File: src/rtl/ctrl_pkg.sv
// ctrl_pkg: shared state, error-code and config-register constants for ctrl_sequencer.
// Rev 1.0
`default_nettype none

package ctrl_pkg;

  typedef logic [2:0] state_t;

  localparam state_t ST_IDLE    = 3'd0;
  localparam state_t ST_RDN_LD  = 3'd1;
  localparam state_t ST_DNN_LD  = 3'd2;
  localparam state_t ST_RDN_RUN = 3'd3;
  localparam state_t ST_DNN_RUN = 3'd4;

  localparam logic [1:0] ERR_NONE       = 2'b00;
  localparam logic [1:0] ERR_BUSY       = 2'b01;
  localparam logic [1:0] ERR_NOT_LOADED = 2'b10;
  localparam logic [1:0] ERR_TIMEOUT    = 2'b11;

  localparam logic [1:0] REG_IMG = 2'd0;
  localparam logic [1:0] REG_RDN = 2'd1;
  localparam logic [1:0] REG_DNN = 2'd2;

endpackage

`default_nettype wire

File: src/rtl/ctrl_watchdog.sv
// ctrl_watchdog: per-phase cycle counter; flags the last permitted cycle of a phase.
// Rev 1.0
`default_nettype none

module ctrl_watchdog #(
  parameter int TIMEOUT_CYCLES = 1048576,
  parameter int CNT_W          = 21
) (
  input  logic clk,
  input  logic rst_n,
  input  logic clear,
  input  logic enable,
  output logic timeout
);

  localparam logic [CNT_W-1:0] LIMIT = CNT_W'(TIMEOUT_CYCLES - 1);

  logic [CNT_W-1:0] count;

  // Saturates at LIMIT so a stalled caller cannot wrap back to zero.
  always_ff @(posedge clk or negedge rst_n) begin
    if (!rst_n) begin
      count <= '0;
    end else if (clear) begin
      count <= '0;
    end else if (enable && (count != LIMIT)) begin
      count <= count + CNT_W'(1);
    end
  end

  assign timeout = enable && (count == LIMIT);

endmodule

`default_nettype wire

File: src/rtl/ctrl_sequencer.sv
// ctrl_sequencer: config registers plus the load / process sequencing FSM with watchdog abort.
// Rev 1.0
`default_nettype none

module ctrl_sequencer
  import ctrl_pkg::*;
#(
  parameter int ADDR_W         = 28,
  parameter int TIMEOUT_CYCLES = 1048576,
  parameter int CNT_W          = 21
) (
  input  logic              clk,
  input  logic              rst_n,
  input  logic [1:0]        reg_sel,
  input  logic              wr_en,
  input  logic [ADDR_W-1:0] reg_databus,
  input  logic              begin_rdn_load,
  input  logic              begin_dnn_load,
  input  logic              begin_proc,
  output logic              rdn_ld_start,
  output logic              dnn_ld_start,
  output logic [ADDR_W-1:0] ld_addr,
  input  logic              rdn_ld_done,
  input  logic              dnn_ld_done,
  output logic [ADDR_W-1:0] img_addr,
  output logic              rdn_start,
  input  logic              rdn_done,
  output logic              dnn_start,
  input  logic              dnn_done,
  output logic              busy,
  output logic              done,
  output logic              err,
  output logic [1:0]        err_code
);

  state_t            state;
  state_t            state_nx;
  logic [ADDR_W-1:0] reg_img;
  logic [ADDR_W-1:0] reg_rdn;
  logic [ADDR_W-1:0] reg_dnn;
  logic              rdn_loaded;
  logic              dnn_loaded;
  logic              any_begin;
  logic              phase_done;
  logic              abort;
  logic              wd_timeout;
  logic              wd_clear;
  logic              wd_enable;
  logic [ADDR_W-1:0] img_src;

  assign any_begin = begin_rdn_load | begin_dnn_load | begin_proc;
  assign busy      = (state != ST_IDLE);
  // begin_proc shares its instruction with the reg 0 write, so bypass the register.
  assign img_src   = (wr_en && (reg_sel == REG_IMG)) ? reg_databus : reg_img;

  always_comb begin
    phase_done = 1'b0;
    case (state)
      ST_RDN_LD:  phase_done = rdn_ld_done;
      ST_DNN_LD:  phase_done = dnn_ld_done;
      ST_RDN_RUN: phase_done = rdn_done;
      ST_DNN_RUN: phase_done = dnn_done;
      default:    phase_done = 1'b0;
    endcase
  end

  assign abort = wd_timeout && !phase_done;

  always_comb begin
    state_nx = state;
    case (state)
      ST_IDLE: begin
        if (begin_proc) begin
          if (rdn_loaded && dnn_loaded) state_nx = ST_RDN_RUN;
        end else if (begin_rdn_load) begin
          state_nx = ST_RDN_LD;
        end else if (begin_dnn_load) begin
          state_nx = ST_DNN_LD;
        end
      end
      ST_RDN_LD, ST_DNN_LD, ST_DNN_RUN: begin
        if (phase_done || abort) state_nx = ST_IDLE;
      end
      ST_RDN_RUN: begin
        if (phase_done)  state_nx = ST_DNN_RUN;
        else if (abort)  state_nx = ST_IDLE;
      end
      default: state_nx = ST_IDLE;
    endcase
  end

  assign wd_clear  = (state_nx != state) || (state == ST_IDLE);
  assign wd_enable = (state != ST_IDLE);

  ctrl_watchdog #(
    .TIMEOUT_CYCLES (TIMEOUT_CYCLES),
    .CNT_W          (CNT_W)
  ) u_watchdog (
    .clk     (clk),
    .rst_n   (rst_n),
    .clear   (wd_clear),
    .enable  (wd_enable),
    .timeout (wd_timeout)
  );

  always_ff @(posedge clk or negedge rst_n) begin
    if (!rst_n) begin
      reg_img <= '0;
      reg_rdn <= '0;
      reg_dnn <= '0;
    end else if (wr_en) begin
      case (reg_sel)
        REG_IMG: reg_img <= reg_databus;
        REG_RDN: reg_rdn <= reg_databus;
        REG_DNN: reg_dnn <= reg_databus;
        default: ;
      endcase
    end
  end

  always_ff @(posedge clk or negedge rst_n) begin
    if (!rst_n) begin
      state        <= ST_IDLE;
      rdn_loaded   <= 1'b0;
      dnn_loaded   <= 1'b0;
      rdn_ld_start <= 1'b0;
      dnn_ld_start <= 1'b0;
      rdn_start    <= 1'b0;
      dnn_start    <= 1'b0;
      done         <= 1'b0;
      err          <= 1'b0;
      err_code     <= ERR_NONE;
      ld_addr      <= '0;
      img_addr     <= '0;
    end else begin
      state        <= state_nx;
      rdn_ld_start <= 1'b0;
      dnn_ld_start <= 1'b0;
      rdn_start    <= 1'b0;
      dnn_start    <= 1'b0;
      done         <= 1'b0;
      err          <= 1'b0;
      case (state)
        ST_IDLE: begin
          if (begin_proc) begin
            if (rdn_loaded && dnn_loaded) begin
              img_addr  <= img_src;
              rdn_start <= 1'b1;
              err_code  <= ERR_NONE;
            end else begin
              err      <= 1'b1;
              err_code <= ERR_NOT_LOADED;
            end
          end else if (begin_rdn_load) begin
            ld_addr      <= reg_rdn;
            rdn_ld_start <= 1'b1;
            rdn_loaded   <= 1'b0;
            err_code     <= ERR_NONE;
          end else if (begin_dnn_load) begin
            ld_addr      <= reg_dnn;
            dnn_ld_start <= 1'b1;
            dnn_loaded   <= 1'b0;
            err_code     <= ERR_NONE;
          end
        end
        ST_RDN_LD: begin
          if (phase_done) begin
            rdn_loaded <= 1'b1;
            done       <= 1'b1;
          end else if (abort) begin
            rdn_loaded <= 1'b0;
          end
        end
        ST_DNN_LD: begin
          if (phase_done) begin
            dnn_loaded <= 1'b1;
            done       <= 1'b1;
          end else if (abort) begin
            dnn_loaded <= 1'b0;
          end
        end
        ST_RDN_RUN: if (phase_done) dnn_start <= 1'b1;
        ST_DNN_RUN: if (phase_done) done <= 1'b1;
        default: ;
      endcase
      // A timeout outranks a busy-reject arriving in the same cycle.
      if (busy && abort) begin
        err      <= 1'b1;
        err_code <= ERR_TIMEOUT;
      end else if (busy && any_begin) begin
        err      <= 1'b1;
        err_code <= ERR_BUSY;
      end
    end
  end

endmodule

`default_nettype wire

File: config.mk
export PLATFORM = sky130hd
export DESIGN_NAME = ctrl_sequencer
export DESIGN_NICKNAME = d
export VERILOG_FILES = /design/src/rtl/ctrl_pkg.sv /design/src/rtl/ctrl_watchdog.sv /design/src/rtl/ctrl_sequencer.sv
export SDC_FILE = /design/constraint.sdc
export NUM_CORES = 1
export LEC_CHECK = 0
export CAP_MARGIN = 20
export CORE_ASPECT_RATIO = 1.1
export CORE_UTILIZATION = 37
export DETAILED_ROUTE_END_ITERATION = 8
export GPL_TIMING_DRIVEN = 0
export PLACE_DENSITY = 0.65
export SETUP_SLACK_MARGIN = 0.4
export SLEW_MARGIN = 10
export SYNTH_ARGS = -nofsm -noshare
export SYNTH_HDL_FRONTEND = slang
export SYNTH_SLANG_ARGS = --single-unit
File: constraint.sdc
create_clock -name clk -period 3.4 [get_ports clk]
set_input_delay 1.02 -clock clk [delete_from_list [all_inputs] [get_ports clk]]
set_output_delay 1.02 -clock clk [all_outputs]
set_load 0.02 [all_outputs]
* Word level (Yosys, flattened, before mapping)
Index checks and enable logic that the tools add are counted.
Storage, ports and cells: bits in registers 174, input bits 40, output and inout port bits 65, logic and storage cells 111
Operators by class: add/subtract/negate cells 1, equality and inequality tests 15, muxes and demuxes 48, bitwise operators 3, reduce and logical (&&, ||, !) cells 28
Operators with widths (number):
- $mux W28 | 3
- $mux W21 | 2
- $mux W1 | 25
- $add A21 B1 Y21 const B | 1
- $eq A21 B20 Y1 const B | 1
- $mux W3 | 7
- $ne A21 B20 Y1 const B | 1
- $mux W2 | 7
- $pmux W3 S3 | 1
- $ne A2 B2 Y1 const B | 4
- $reduce_and A2 Y1 | 4
- $reduce_bool A2 Y1 | 4
- $logic_and A1 B1 Y1 | 7
- $eq A3 B2 Y1 const B | 2
- $ne A3 B3 Y1 const B | 2
- $reduce_and A3 Y1 | 2
- $reduce_bool A3 Y1 | 2
- $reduce_and A5 Y1 | 1
- $reduce_bool A5 Y1 | 1
- $pmux W1 S2 | 2
- $pmux W1 S4 | 1
- $reduce_and A4 Y1 | 1
- $eq A3 B1 Y1 const B | 1
- $eq A3 B3 Y1 const B | 1
- 10 further kinds | 12

* Depth between registers and ports, before layout
word-level depth 10, depth in mapped cells 7, depth with buffers taken out 6

* Modules after synthesis
From an unflattened synthesis, not the netlist that was laid out.
Unflattened totals: cells, all modules 556, area total of the unflattened synthesis 7335.8 um^2
By module, submodules not included:
- ctrl_sequencer | instances 1, cells each 433, area each 6178.4 um^2
- ctrl_watchdog | instances 1, cells each 123, area each 1157.4 um^2

* Worst setup path before layout
OpenSTA, ideal clock, no wires.
path kind input to register, from input port reg_sel[1], to register img_addr[18], data arrival time 2.227 ns, required time 3.275 ns, slack 1.049 ns, stages on the path 5, cells stage by stage nor3b_1 -> buf_2 -> buf_2 -> mux2_2 -> mux2_2
Between the ends: cells in the longest elaborated chain, start to end 3
RTL lines:
- start, declared | line ctrl_sequencer.sv:14 | input logic [1:0] reg_sel,
- $logic_not A2 Y1 | line ctrl_sequencer.sv:54 | assign img_src = (wr_en && (reg_sel == REG_IMG)) ? reg_databus : reg_img;
- $logic_and A1 B1 Y1 | line ctrl_sequencer.sv:54
- $mux W28 | line ctrl_sequencer.sv:54
- named net img_src[18] | line ctrl_sequencer.sv:49 | logic [ADDR_W-1:0] img_src;
- end signal, assigned | line ctrl_sequencer.sv:147 | img_addr <= img_src;
- end, declared | line ctrl_sequencer.sv:25 | output logic [ADDR_W-1:0] img_addr,
The timed path passes the listed nets, and every way through them passes these cells. A chain may end at the register's enable or synchronous reset.

* Worst setup path in the final report
from input port wr_en, to register img_addr[7]
Between the ends: cells in the longest elaborated chain, start to end 2
RTL lines:
- start, declared | line ctrl_sequencer.sv:15 | input logic wr_en,
- $logic_and A1 B1 Y1 | line ctrl_sequencer.sv:54
- $mux W28 | line ctrl_sequencer.sv:54
- named net img_src[7] | line ctrl_sequencer.sv:49
The timed path passes the listed nets, and every way through them passes these cells.

==> metrics.txt <==
status=completed; Filler Cells Inserted=1,606; IO Pins=105; gp weighted congestion=slightly below 0.8; Area Growth Syn to Fin=28.25%; Post-DP Area=8511 sq um; crit-path max FO=10; EDFF count, synth=0; worst flop-to-flop path endpoint=dnn_loaded$_DFFE_PN0P_; PortBufs=between 100 and 150; via count=4,451; YS warnings=0; Synth Net Count=570; pre-CTS setup slack=roughly 0.25 ns; Cell Rows=52; CTS H-tree depth=4; CTS Sinks=174; Util after Layout=49.06%; CP Class=primary input to flip-flop; Static Leak=between 3 and 4 nW; FF-to-FF setup slack=approximately 1.4 ns; Clock Skews=0.005991 ns; Seq. cell area=~4400 sq um; multi-input logic area=approximately 2600 sq um; CP required=3.70 ns; min cycle time layout=2.708 ns; die span in x=134.5 microns; worst reg2reg path startpoint=u_watchdog.count[0]$_DFFE_PN0P_; TritonCTS clock tree=done; Cells after DPL=just under 900; unrepaired setup endpoints after global routing=no; Synth async-reset ratio=100.0%; Die Area=slightly below 20,000 sq um; Worst Setup End Kind=flip-flop; Worst Max-Slew Pin Slew=slightly above 0.8 ns; fin worst setup slack=0.6917 ns; worst setup path start=wr_en; first-pass GRT wire length=24.76 mm; FF-to-FF path depth=6; Max Clk Rate=369.2 MHz; layout cells sized above 1=27.67%; DIE HEIGHT=147.7 microns; crit share post-route=79.66%; Rel. slew slack=45.95%; TritonCTS buffer count=17; Initial Util=38.25%; Clock Path Buffers=2; gr usage total=16.34%; antenna violations before repair=0; core area=18,670 sq um; CP arrival=3.01 ns; CTS Root Cell=clkbuf_16; CP endpoint=img_addr[7]$_DFFE_PN0P_; Congestion Overflow GR=0; Mean Syn Cell Area=13.50 sq um; Startpoint Class=primary input; Post-DP HPWL=~10 mm; drt via density=4.902; Hold Crit Class=flip-flop to flip-flop; Final Hold Viols=0; Final Non-Filler Cells=908; max cap viols=0; Clk Latency, worst-skew pair=approximately 0.42 ns; final hold slack=0.4908 ns; WL final=approximately 15 mm; Pre-antenna DRT Iters=4; Setup TNS=0 ns; Pwr Total=7.569 mW; pins over their slew limit=0; final setup fails=0; Final ANT Viol Nets=0; distinct cell type count after synthesis=44; Max VDD drop=468.5 uV; number of global-route vias before repair=approximately 4,800; Antenna diodes=0; power per cell area=826.2 nW/um^2; Initial DRC Count=between 150 and 200; final net count=between 600 and 700; register area share after synthesis=between 60% and 70%; Synth Instances=around 530; synthesized flop and latch total=174; largest net degree at the start of global routing=116; residual DRC count=0; Synth Cell Area=roughly 7100 sq um; average wire per standard cell=16.66 microns; Clock transition at path regs=roughly 0.06 ns; post-route cell area=9161 sq um; most common flop cell mapped by yosys=dfrtp_1
routing by layer:
layer  global-route usage [%]  routed length, microns  vias to the layer above
li1                         -                       -                     2083
met1                    20.01                    6550                     2256
met4                    5.225                     226                        0
met3                    5.178                     849                       19
met5                        0                       0                        -
met2                    27.36                    7504                       93
worst min-delay path by stage:
stage	startpoint	to	slack, ns	cells past startpoint
after floorplan	u_watchdog.count[0]$_DFFE_PN0P_	u_watchdog.count[0]$_DFFE_PN0P_	0.46	1
after global placement	u_watchdog.count[0]$_DFFE_PN0P_	u_watchdog.count[0]$_DFFE_PN0P_	0.48	1
after detailed placement	reg_img[3]$_DFFE_PN0P_	reg_img[3]$_DFFE_PN0P_	0.48	1
after CTS	reg_img[3]$_DFFE_PN0P_	reg_img[3]$_DFFE_PN0P_	0.50	1
after global routing	reg_img[22]$_DFFE_PN0P_	reg_img[22]$_DFFE_PN0P_	0.51	1
final	reg_img[3]$_DFFE_PN0P_	reg_img[3]$_DFFE_PN0P_	0.49	1
cells by family after synthesis:
family          synth area share, %
fa+ha+maj                    0.1751
xor+xnor                      2.207
compound gates                3.538
buf+inv                       2.119
flops                         60.96
simple gates                  8.986
mux                           22.02
Yosys cell counts (all sizes together), types with 3 or more instances:
cell | instances | area (sq um)
a21oi | 31 | 155.2
nand4 | 6 | 37.54
clkbuf | 5 | 18.77
nand3 | 10 | 62.56
and3 | 5 | 31.28
buf | 19 | 106.4
nor2 | 60 | 255.2
dfrtp | 174 | 4354
inv | 7 | 26.27
mux2i | 30 | 300.3
xor2 | 11 | 96.34
mux2 | 113 | 1272
xnor2 | 7 | 61.31
nor3 | 10 | 71.32
nand3b | 3 | 22.52
a21boi | 3 | 26.27
nand2 | 13 | 48.80
registers in the layout, indices dropped and copies added, names as in the netlist:
signal,count
rdn_start,1
rdn_loaded,1
reg_rdn,28
dnn_start,1
reg_img,28
err,1
err_code,2
rdn_ld_start,1
ld_addr,28
reg_dnn,28
done,1
dnn_loaded,1
dnn_ld_start,1
img_addr,28
u_watchdog.count,21
state,3
repair_timing:
item                                    4_1_cts  5_1_grt
buffers inserted                              0        0
resized for setup                             1        1
endpoints found under the setup margin        1        1
gates cloned                                  0        0
hold buffers                                  0        0
power by group:
part,internal (mW),switching (mW),total (mW)
Clock,1.27,0.834,2.10
Combinational,1.23,1.27,2.50
Sequential,2.66,0.314,2.97
Total,5.16,2.41,7.57
critical path: stages:
cell and delay, ns:
clkdlybuf4s50_1 0.50, nor3b_1 0.18, buf_2 0.30, buf_2 0.36
mux2_2 0.39, mux2_2 0.26
cells in the final DEF, fill, tap and decap left out, types with 9 or more instances in the layout:
cell             instances
xor2_1                  11
clkbuf_16               17
nand3_1                  9
mux2_2                 113
a21oi_1                 31
dfrtp_1                174
nand2_1                 13
mux2i_1                 30
nor2_2                   9
nor2_1                  50
buf_2                   13
clkdlybuf4s50_1        101
cell type report:
class,count,share of cell area (%)
plain buffers,24,1.366
clock buffers,19,4.835
flip-flops and latches,174,47.53
repair buffers,104,11.64
clock inverters,13,2.172
inverters,7,0.2868
well taps,243,3.319
multi-input cells,324,28.86
No activity file was read; power rests on OpenSTA's default activity.
